[config.mk]
export PLATFORM = sky130hd
export DESIGN_NAME = reset_conditioner
export DESIGN_NICKNAME = d
export VERILOG_FILES = /design/src/rtl/reset_conditioner.sv
export SDC_FILE = /design/constraint.sdc
export NUM_CORES = 1
export LEC_CHECK = 0
export ABC_AREA = 1
export CORE_UTILIZATION = 45
export CTS_CLUSTER_SIZE = 40
export DETAILED_ROUTE_END_ITERATION = 8
export GPL_ROUTABILITY_DRIVEN = 0
export PLACE_DENSITY_LB_ADDON = 0.05
export SLEW_MARGIN = 15
export SYNTH_ARGS = -nofsm -noshare
export SYNTH_HDL_FRONTEND = slang
export SYNTH_SLANG_ARGS = --single-unit
[constraint.sdc]
create_clock -name clk -period 2.33 [get_ports clk]
set_input_delay 0.233 -clock clk [delete_from_list [all_inputs] [get_ports clk]]
set_output_delay 0.233 -clock clk [all_outputs]
set_load 0.03 [all_outputs]
[src/rtl/reset_conditioner.sv]
// Board reset conditioner for the SOC: synchronises and debounces the pushbutton,
// stretches every reset cause to a minimum length and counts button-triggered resets.
module reset_conditioner #(
    parameter int DEBOUNCE_CYCLES   = 1000000,
    parameter int RESET_HOLD_CYCLES = 1024,
    parameter int SYNC_STAGES       = 2
) (
    input  logic       clk,
    input  logic       rst_n,
    input  logic       button_i,
    output logic       soc_rst_n,
    output logic       button_pressed,
    output logic [7:0] reset_count
);

    localparam int DB_W   = $clog2(DEBOUNCE_CYCLES + 1);
    localparam int HOLD_W = $clog2(RESET_HOLD_CYCLES + 1);

    localparam logic [DB_W-1:0]   DB_LAST   = DB_W'(DEBOUNCE_CYCLES - 1);
    localparam logic [HOLD_W-1:0] HOLD_LAST = HOLD_W'(RESET_HOLD_CYCLES - 1);

    typedef enum logic [1:0] {
        ST_HOLD   = 2'd0,
        ST_RUN    = 2'd1,
        ST_BUTTON = 2'd2
    } state_e;

    logic [1:0]             rst_sync_q;
    logic                   rst_sync_n;
    logic [SYNC_STAGES-1:0] btn_sync_q;
    logic                   btn_s;

    logic [DB_W-1:0]        db_cnt_q;
    logic [DB_W-1:0]        db_cnt_d;
    logic                   btn_db_q;
    logic                   btn_db_d;
    logic                   db_rise;
    logic                   db_fall;

    state_e                 state_q;
    logic [HOLD_W-1:0]      hold_cnt_q;
    logic                   soc_rst_n_q;
    logic                   button_pressed_q;
    logic [7:0]             reset_count_q;

    // Release of the board reset is only seen by the hold counter after two clean flops.
    always_ff @(posedge clk or negedge rst_n) begin
        if (!rst_n) begin
            rst_sync_q <= '0;
        end else begin
            rst_sync_q <= {rst_sync_q[0], 1'b1};
        end
    end

    assign rst_sync_n = rst_sync_q[1];

    always_ff @(posedge clk or negedge rst_n) begin
        if (!rst_n) begin
            btn_sync_q <= '0;
        end else begin
            btn_sync_q <= {btn_sync_q[SYNC_STAGES-2:0], button_i};
        end
    end

    assign btn_s = btn_sync_q[SYNC_STAGES-1];

    // A new level is accepted only after DEBOUNCE_CYCLES consecutive differing samples.
    always_comb begin
        db_cnt_d = db_cnt_q;
        btn_db_d = btn_db_q;
        db_rise  = 1'b0;
        db_fall  = 1'b0;
        if (btn_s == btn_db_q) begin
            db_cnt_d = '0;
        end else if (db_cnt_q == DB_LAST) begin
            db_cnt_d = '0;
            btn_db_d = btn_s;
            db_rise  = btn_s;
            db_fall  = !btn_s;
        end else begin
            db_cnt_d = db_cnt_q + DB_W'(1);
        end
    end

    always_ff @(posedge clk or negedge rst_n) begin
        if (!rst_n) begin
            db_cnt_q         <= '0;
            btn_db_q         <= 1'b0;
            button_pressed_q <= 1'b0;
        end else begin
            db_cnt_q         <= db_cnt_d;
            btn_db_q         <= btn_db_d;
            button_pressed_q <= db_rise;
        end
    end

    // Debounced edges act on the same clock edge that btn_db changes, so the
    // press pulse and the falling soc_rst_n coincide.
    always_ff @(posedge clk or negedge rst_n) begin
        if (!rst_n) begin
            state_q       <= ST_HOLD;
            hold_cnt_q    <= '0;
            soc_rst_n_q   <= 1'b0;
            reset_count_q <= '0;
        end else begin
            case (state_q)
                ST_HOLD: begin
                    if (db_rise) begin
                        state_q     <= ST_BUTTON;
                        hold_cnt_q  <= '0;
                        soc_rst_n_q <= 1'b0;
                        if (reset_count_q != 8'hFF) begin
                            reset_count_q <= reset_count_q + 8'd1;
                        end
                    end else if (rst_sync_n) begin
                        if (hold_cnt_q == HOLD_LAST) begin
                            state_q     <= ST_RUN;
                            hold_cnt_q  <= '0;
                            soc_rst_n_q <= 1'b1;
                        end else begin
                            hold_cnt_q <= hold_cnt_q + HOLD_W'(1);
                        end
                    end
                end
                ST_RUN: begin
                    if (db_rise) begin
                        state_q     <= ST_BUTTON;
                        soc_rst_n_q <= 1'b0;
                        if (reset_count_q != 8'hFF) begin
                            reset_count_q <= reset_count_q + 8'd1;
                        end
                    end
                end
                ST_BUTTON: begin
                    soc_rst_n_q <= 1'b0;
                    if (db_fall) begin
                        state_q    <= ST_HOLD;
                        hold_cnt_q <= '0;
                    end
                end
                default: begin
                    state_q     <= ST_HOLD;
                    hold_cnt_q  <= '0;
                    soc_rst_n_q <= 1'b0;
                end
            endcase
        end
    end

    assign soc_rst_n      = soc_rst_n_q;
    assign button_pressed = button_pressed_q;
    assign reset_count    = reset_count_q;

endmodule

==> metrics, run 1 <==
Post-Syn Area per Cell 7.30 um2; area of the core 5960 um2; Die Y 80.6 um; register area share after synthesis 43.2%; synthesis-to-layout area growth 10.7%; per-cell routed wire length 12.2 um; Leak 0.00149 uW; Initial Util 46.7%; total CTS buffers 5; Tcrit/Tclk final 86.0%; ratio of cells with drive above 1 in the final layout 7.54%; root buf cell clkbuf_8; non-filler cells, final 473; Final ANT Viol Nets 0; crit path capture type register; Rows 28; worst vdd ir 0.334 mV; n_diodes 0; Top Ports 13; Worst EP arrival 2200 ps; deepest clock path buffer count 2; largest family of logic cells by synthesized area simple AND/OR/NAND/NOR gates; outcome completed; gr usage total 19.9%; Num Clock Sinks 48; worst setup path endpoint reset_count[7]$_DFFE_PN0P_; CTS tree yes; Mapped Nets 387; Clock Skews 3.53 ps; post-CTS setup buffer count 0; RSZ-0062 raised after global routing false; DRC 0; RR Endpoint reset_count[7]$_DFFE_PN0P_; CTS HTree Levels 2; Peak Freq 499 MHz; Worst-Skew Late Latency 300 ps; Cell Pwr Density 562 nW/um2; PostCTS Resize Cnt 0; final WL 5770 um; Syn Inst Count 381; antenna violations before repair 0; Buffers on Ports 12; setup TNS 0 ps; Async S/R FF share, synth 100%; Synth cell types 29; Worst Path Required 2530 ps; # placed instances 465; Max Cap Violations 0; most frequent cells in the layout nand2_1 (116), nor2_1 (67), dfrtp_1 (48), inv_1 (38), nand3_1 (26); number of flops mapped to enable cells by yosys 0; Worst Path Max Fanout 12; Ys Warns 0; Die Wd 80.6 um; worst r2r path cells 10; Worst Setup SP db_cnt_q[0]$_DFF_PN0_; gr ovfl total 0; DR vias/cell 4.96; Slew @ Worst Pin 636 ps; minimum clock period 2000 ps; Synth Cell Area 2780 um2; vias in the first global route 2,179; CP Launch Type register; multiplexer share of the synthesized area 0%; Final Util 51.7%; r2r startpoint db_cnt_q[0]$_DFF_PN0_; Slew HR 57.5%; Most used DFF post-synth dfrtp_1; first drt pass iteration count 4; WHS 20.5 ps; Crit Path Category reg2reg; Post-layout nets 403; DRT iter0 DRCs 118; R2R setup slack 330 ps; worst hold path type in2async; via count 2,344; most common cell after layout, fill and taps aside nand2_1; compound-gate portion of the synthesized area 1.84%; Clock transition at path regs 90 ps; final hold vios 0; hold-fix buffers at CTS 0; post-synthesis simple-gate area fraction 41.6%; XOR/XNOR Fraction of Synth Area 4.72%; DP HPWL 4160 um; global-route wire length before repair 9940 um; adder-cell share of the synthesized area 1.35%; die area 6500 um2; max-slew violation count 0; Final setup viols 0; largest net degree at the start of global routing 49; Synth Register Bits 48
-- cell type report --
class                   instances  area [um2]
clock buffers                   6        72.6
well taps                      75        93.8
inverters                      46         173
flip-flops and latches         48        1200
multi-input cells             283        1380
clock inverters                 2        35.0
repair buffers                 13         123
fillers                       626        2880
-- synthesized netlist by cell type, drive strengths merged, types with 4 or more instances --
master	n	area share, %
nand2	121	17
nor2	76	12
dfrtp	48	43
inv	42	5.7
nand3	28	5.7
nand4	16	3.6
xor2	11	3.5
nor3	6	1.1
nor4	5	1.1
a21oi	4	0.72
buf	4	0.94
clkinv	4	0.54
o21ai	4	0.85
xnor2	4	1.3
-- critical path, stage by stage (launching register included) --
cell	delay, ps
dfrtp_1	370
ha_1	210
nand2_1	80
nor2_1	100
nand3_1	70
nor2_1	150
nand4_1	440
inv_1	240
nand3_1	110
nand2_1	70
nand2_1	40
-- power by group --
group          leakage, uW  switching, uW  internal, uW  total (uW)
combinational     0.000786            118          75.7         194
sequential        0.000652           57.2           874         932
clock            0.0000552            285           319         604
total              0.00149            461          1270        1730
-- sequential cells by signal, indices dropped and copies added (netlist names) --
signal          flops
btn_db_q            1
reset_count         8
btn_sync_q          2
hold_cnt_q         11
state_q             2
db_cnt_q           20
rst_sync_q          2
button_pressed      1
soc_rst_n           1
-- through the flow --
step                power (uW)  setup WS [ps]  cell area (um2)
finish                    1730            327             3080
global placement          1130            326             2970
global route              1820            105             3080
floorplan                 1090            578             2780
CTS                       1750            284             3080
detailed placement        1140            309             2970
-- worst min path at each step --
stage | start | end | slack [ps] | cells past startpoint
after detailed placement | btn_sync_q[0]$_DFF_PN0_ | btn_sync_q[1]$_DFF_PN0_ | 340 | 0
after global placement | btn_sync_q[0]$_DFF_PN0_ | btn_sync_q[1]$_DFF_PN0_ | 340 | 0
after global routing | rst_n | rst_sync_q[1]$_DFF_PN0_ | 100 | 2
after CTS | rst_n | db_cnt_q[12]$_DFF_PN0_ | 50 | 2
final | rst_n | db_cnt_q[12]$_DFF_PN0_ | 20 | 2
after floorplan | rst_n | btn_db_q$_DFFE_PN0P_ | -60 | 0
-- logic make-up after synthesis --
family	count (synthesis)
xor+xnor	15
simple gates	255
fa+ha+maj	3
compound gates	9
flops	48
other cells	1
buf+inv	50
-- per-layer routing --
| metal | up-vias | track usage, % | wire length (um) |
|---|---|---|---|
| met4 | 0 | 6.43 | 72 |
| met5 | - | 0 | 0 |
| met2 | 39 | 30.5 | 2400 |
| met3 | 8 | 3.98 | 273 |
| met1 | 1071 | 27.9 | 3030 |
| li1 | 1226 | - | - |
No activity file was read; power rests on OpenSTA's default activity.
==> run 2: changes to the inputs <==
--- a/config.mk
+++ b/config.mk
@@ -11,6 +11,7 @@
 export DETAILED_ROUTE_END_ITERATION = 8
 export GPL_ROUTABILITY_DRIVEN = 0
 export PLACE_DENSITY_LB_ADDON = 0.05
+export SETUP_SLACK_MARGIN = 0.4
 export SLEW_MARGIN = 15
 export SYNTH_ARGS = -nofsm -noshare
 export SYNTH_HDL_FRONTEND = slang
==> run 2 against run 1 <==
Effect of this change:
- count of clock-buffer cells in the layout is the same
- die area is the same
- sequential power is essentially flat
- total power grew 0.34%
- register-to-register slack gained 170 ps
- first-iteration DRC count grew 7.6%
- final cell count grew 0.42%
- flip-flop and latch count is the same
- fmax grew 9.4%
- worst setup slack gained 170 ps
- critical path depth shrank 2
- routed wire length grew 2.9%
- critical endpoint is now db_cnt_q[14]$_DFF_PN0_
==> metrics, run 2 (synthesis gave the netlist of run 1 again) <==
DP HPWL 4160 um (unchanged); overall power 1740 uW (was 1730 uW); Die Y 80.6 um (unchanged); final instance area 3140 um2 (was 3080 um2); Leak 0.00151 uW (was 0.00149 uW); ratio of cells with drive above 1 in the final layout 9.50% (was 7.54%); most common cell after layout, fill and taps aside nand2_1 (unchanged); n_diodes 0 (unchanged); Max Cap Violations 0 (unchanged); max-slew violation count 0 (unchanged); Die Wd 80.6 um (unchanged); WHS 19.4 ps (was 20.5 ps); area of the core 5960 um2 (unchanged); Cell Pwr Density 554 nW/um2 (was 562 nW/um2); crit path capture type register (unchanged); Crit Path Category reg2reg (unchanged); final WL 5940 um (was 5770 um); worst vdd ir 0.340 mV (was 0.334 mV); final hold vios 0 (unchanged); RSZ-0062 raised after global routing false (unchanged); worst hold path type in2async (unchanged); deepest clock path buffer count 2 (unchanged); DRT iter0 DRCs 127 (was 118); Top reg by flops db_cnt_q (unchanged); max reg flops 20 (unchanged); setup TNS 0 ps (unchanged); Slew @ Worst Pin 625 ps (was 636 ps); DRC 0 (unchanged); minimum clock period 1830 ps (was 2000 ps); Worst Path Max Fanout 5 (was 12); Final setup viols 0 (unchanged); Final ANT Viol Nets 0 (unchanged); Slew HR 58.2% (was 57.5%); placed cell areas 2970 um2 (unchanged); total CTS buffers 5 (unchanged); DR vias/cell 4.97 (was 4.96); Num Clock Sinks 48 (unchanged); root buf cell clkbuf_8 (unchanged); via count 2,359 (was 2,344); die area 6500 um2 (unchanged); Worst-Skew Late Latency 300 ps (about the same); Peak Freq 546 MHz (was 499 MHz); CTS tree yes (unchanged); vias in the first global route 2,175 (was 2,179); Clock transition at path regs 90 ps (about the same); global-route wire length before repair 9930 um (was 9940 um); Worst EP arrival 2030 ps (was 2200 ps); antenna violations before repair 0 (unchanged); CP Launch Type register (unchanged); outcome completed (unchanged); first drt pass iteration count 4 (unchanged); Post-layout nets 405 (was 403); gr usage total 19.9% (unchanged); Rows 28 (unchanged); most frequent cells in the layout nand2_1 (115), nor2_1 (67), dfrtp_1 (48), inv_1 (38), nand3_1 (23) (was nand2_1 (116), nor2_1 (67), dfrtp_1 (48), inv_1 (38), nand3_1 (26)); gr ovfl total 0 (unchanged); synthesis-to-layout area growth 12.7% (was 10.7%); per-cell routed wire length 12.5 um (was 12.2 um); CTS HTree Levels 2 (unchanged); Buffers on Ports 12 (unchanged); largest net degree at the start of global routing 49 (unchanged); Worst Path Required 2530 ps (about the same); Clock Skews 3.82 ps (was 3.53 ps); Tcrit/Tclk final 78.6% (was 86.0%); DP Worst Slack 309 ps (unchanged); Initial Util 46.7% (unchanged); Top Ports 13 (unchanged); Worst Setup Slack, final 499 ps (was 327 ps)
[run 2: cell count changes in the layout (fill, tap and decap cells not counted), sizes merged]
cell / before / now
buf: 2 / 3
nor2: 76 / 77
[run 2: per-layer routing]
metal | global-route usage, % | wire length, um
met4 | 6.43 | 57
met3 | 3.98 | 271
met1 | 28.1 | 3090
met2 | 30.3 | 2520
met5 | 0 | 0
[run 2: critical path, cell delays in order (launching register included)]
cell and delay (ps):
dfrtp_1 370, ha_1 230, nand3_2 150, nor2_1 220
nand2_2 140, nor4_1 380, nand2_1 100, nand2_1 80
nor2_1 50
[run 2: path summary, 6_finish.rpt]
path / slack, ps / from / cells after the start / end
worst min-delay path: 20 / rst_n / 2 / db_cnt_q[12]$_DFF_PN0_
worst max register to register: 500 / db_cnt_q[0]$_DFF_PN0_ / 8 / db_cnt_q[14]$_DFF_PN0_
min in group clk: 350 / btn_sync_q[0]$_DFF_PN0_ / 0 / btn_sync_q[1]$_DFF_PN0_
worst min register to register: 350 / btn_sync_q[0]$_DFF_PN0_ / 0 / btn_sync_q[1]$_DFF_PN0_
worst max-delay path: 500 / db_cnt_q[0]$_DFF_PN0_ / 8 / db_cnt_q[14]$_DFF_PN0_
max in group asynchronous: 1910 / rst_n / 2 / rst_sync_q[0]$_DFF_PN0_
[run 2: through the flow]
step | utilization (%) | cells
after global routing | 52.6 | 475
final | 52.6 | 475
after floorplan | - | 381
after CTS | 51.9 | 474
after global placement | 49.9 | 465
after detailed placement | 49.9 | 465
[run 2: layout make-up]
class / instances / area (um2)
clock buffers: 6 / 72.6
flip-flops and latches: 48 / 1200
multi-input cells: 284 / 1430
clock inverters: 2 / 35.0
inverters: 46 / 173
well taps: 75 / 93.8
repair buffers: 14 / 130
fillers: 624 / 2820
[run 2: where the power goes]
group          internal, uW  switching, uW
clock network           319            287
registers               874           57.7
logic                  77.6            120
total                  1270            465
[run 2: repair_timing]
action	4_1_cts	5_1_grt
gates cloned	0	1
setup buffers	1	0
hold buffers	0	0
pin swaps	1	1
resized for setup	1	7
setup endpoints to repair	13	15
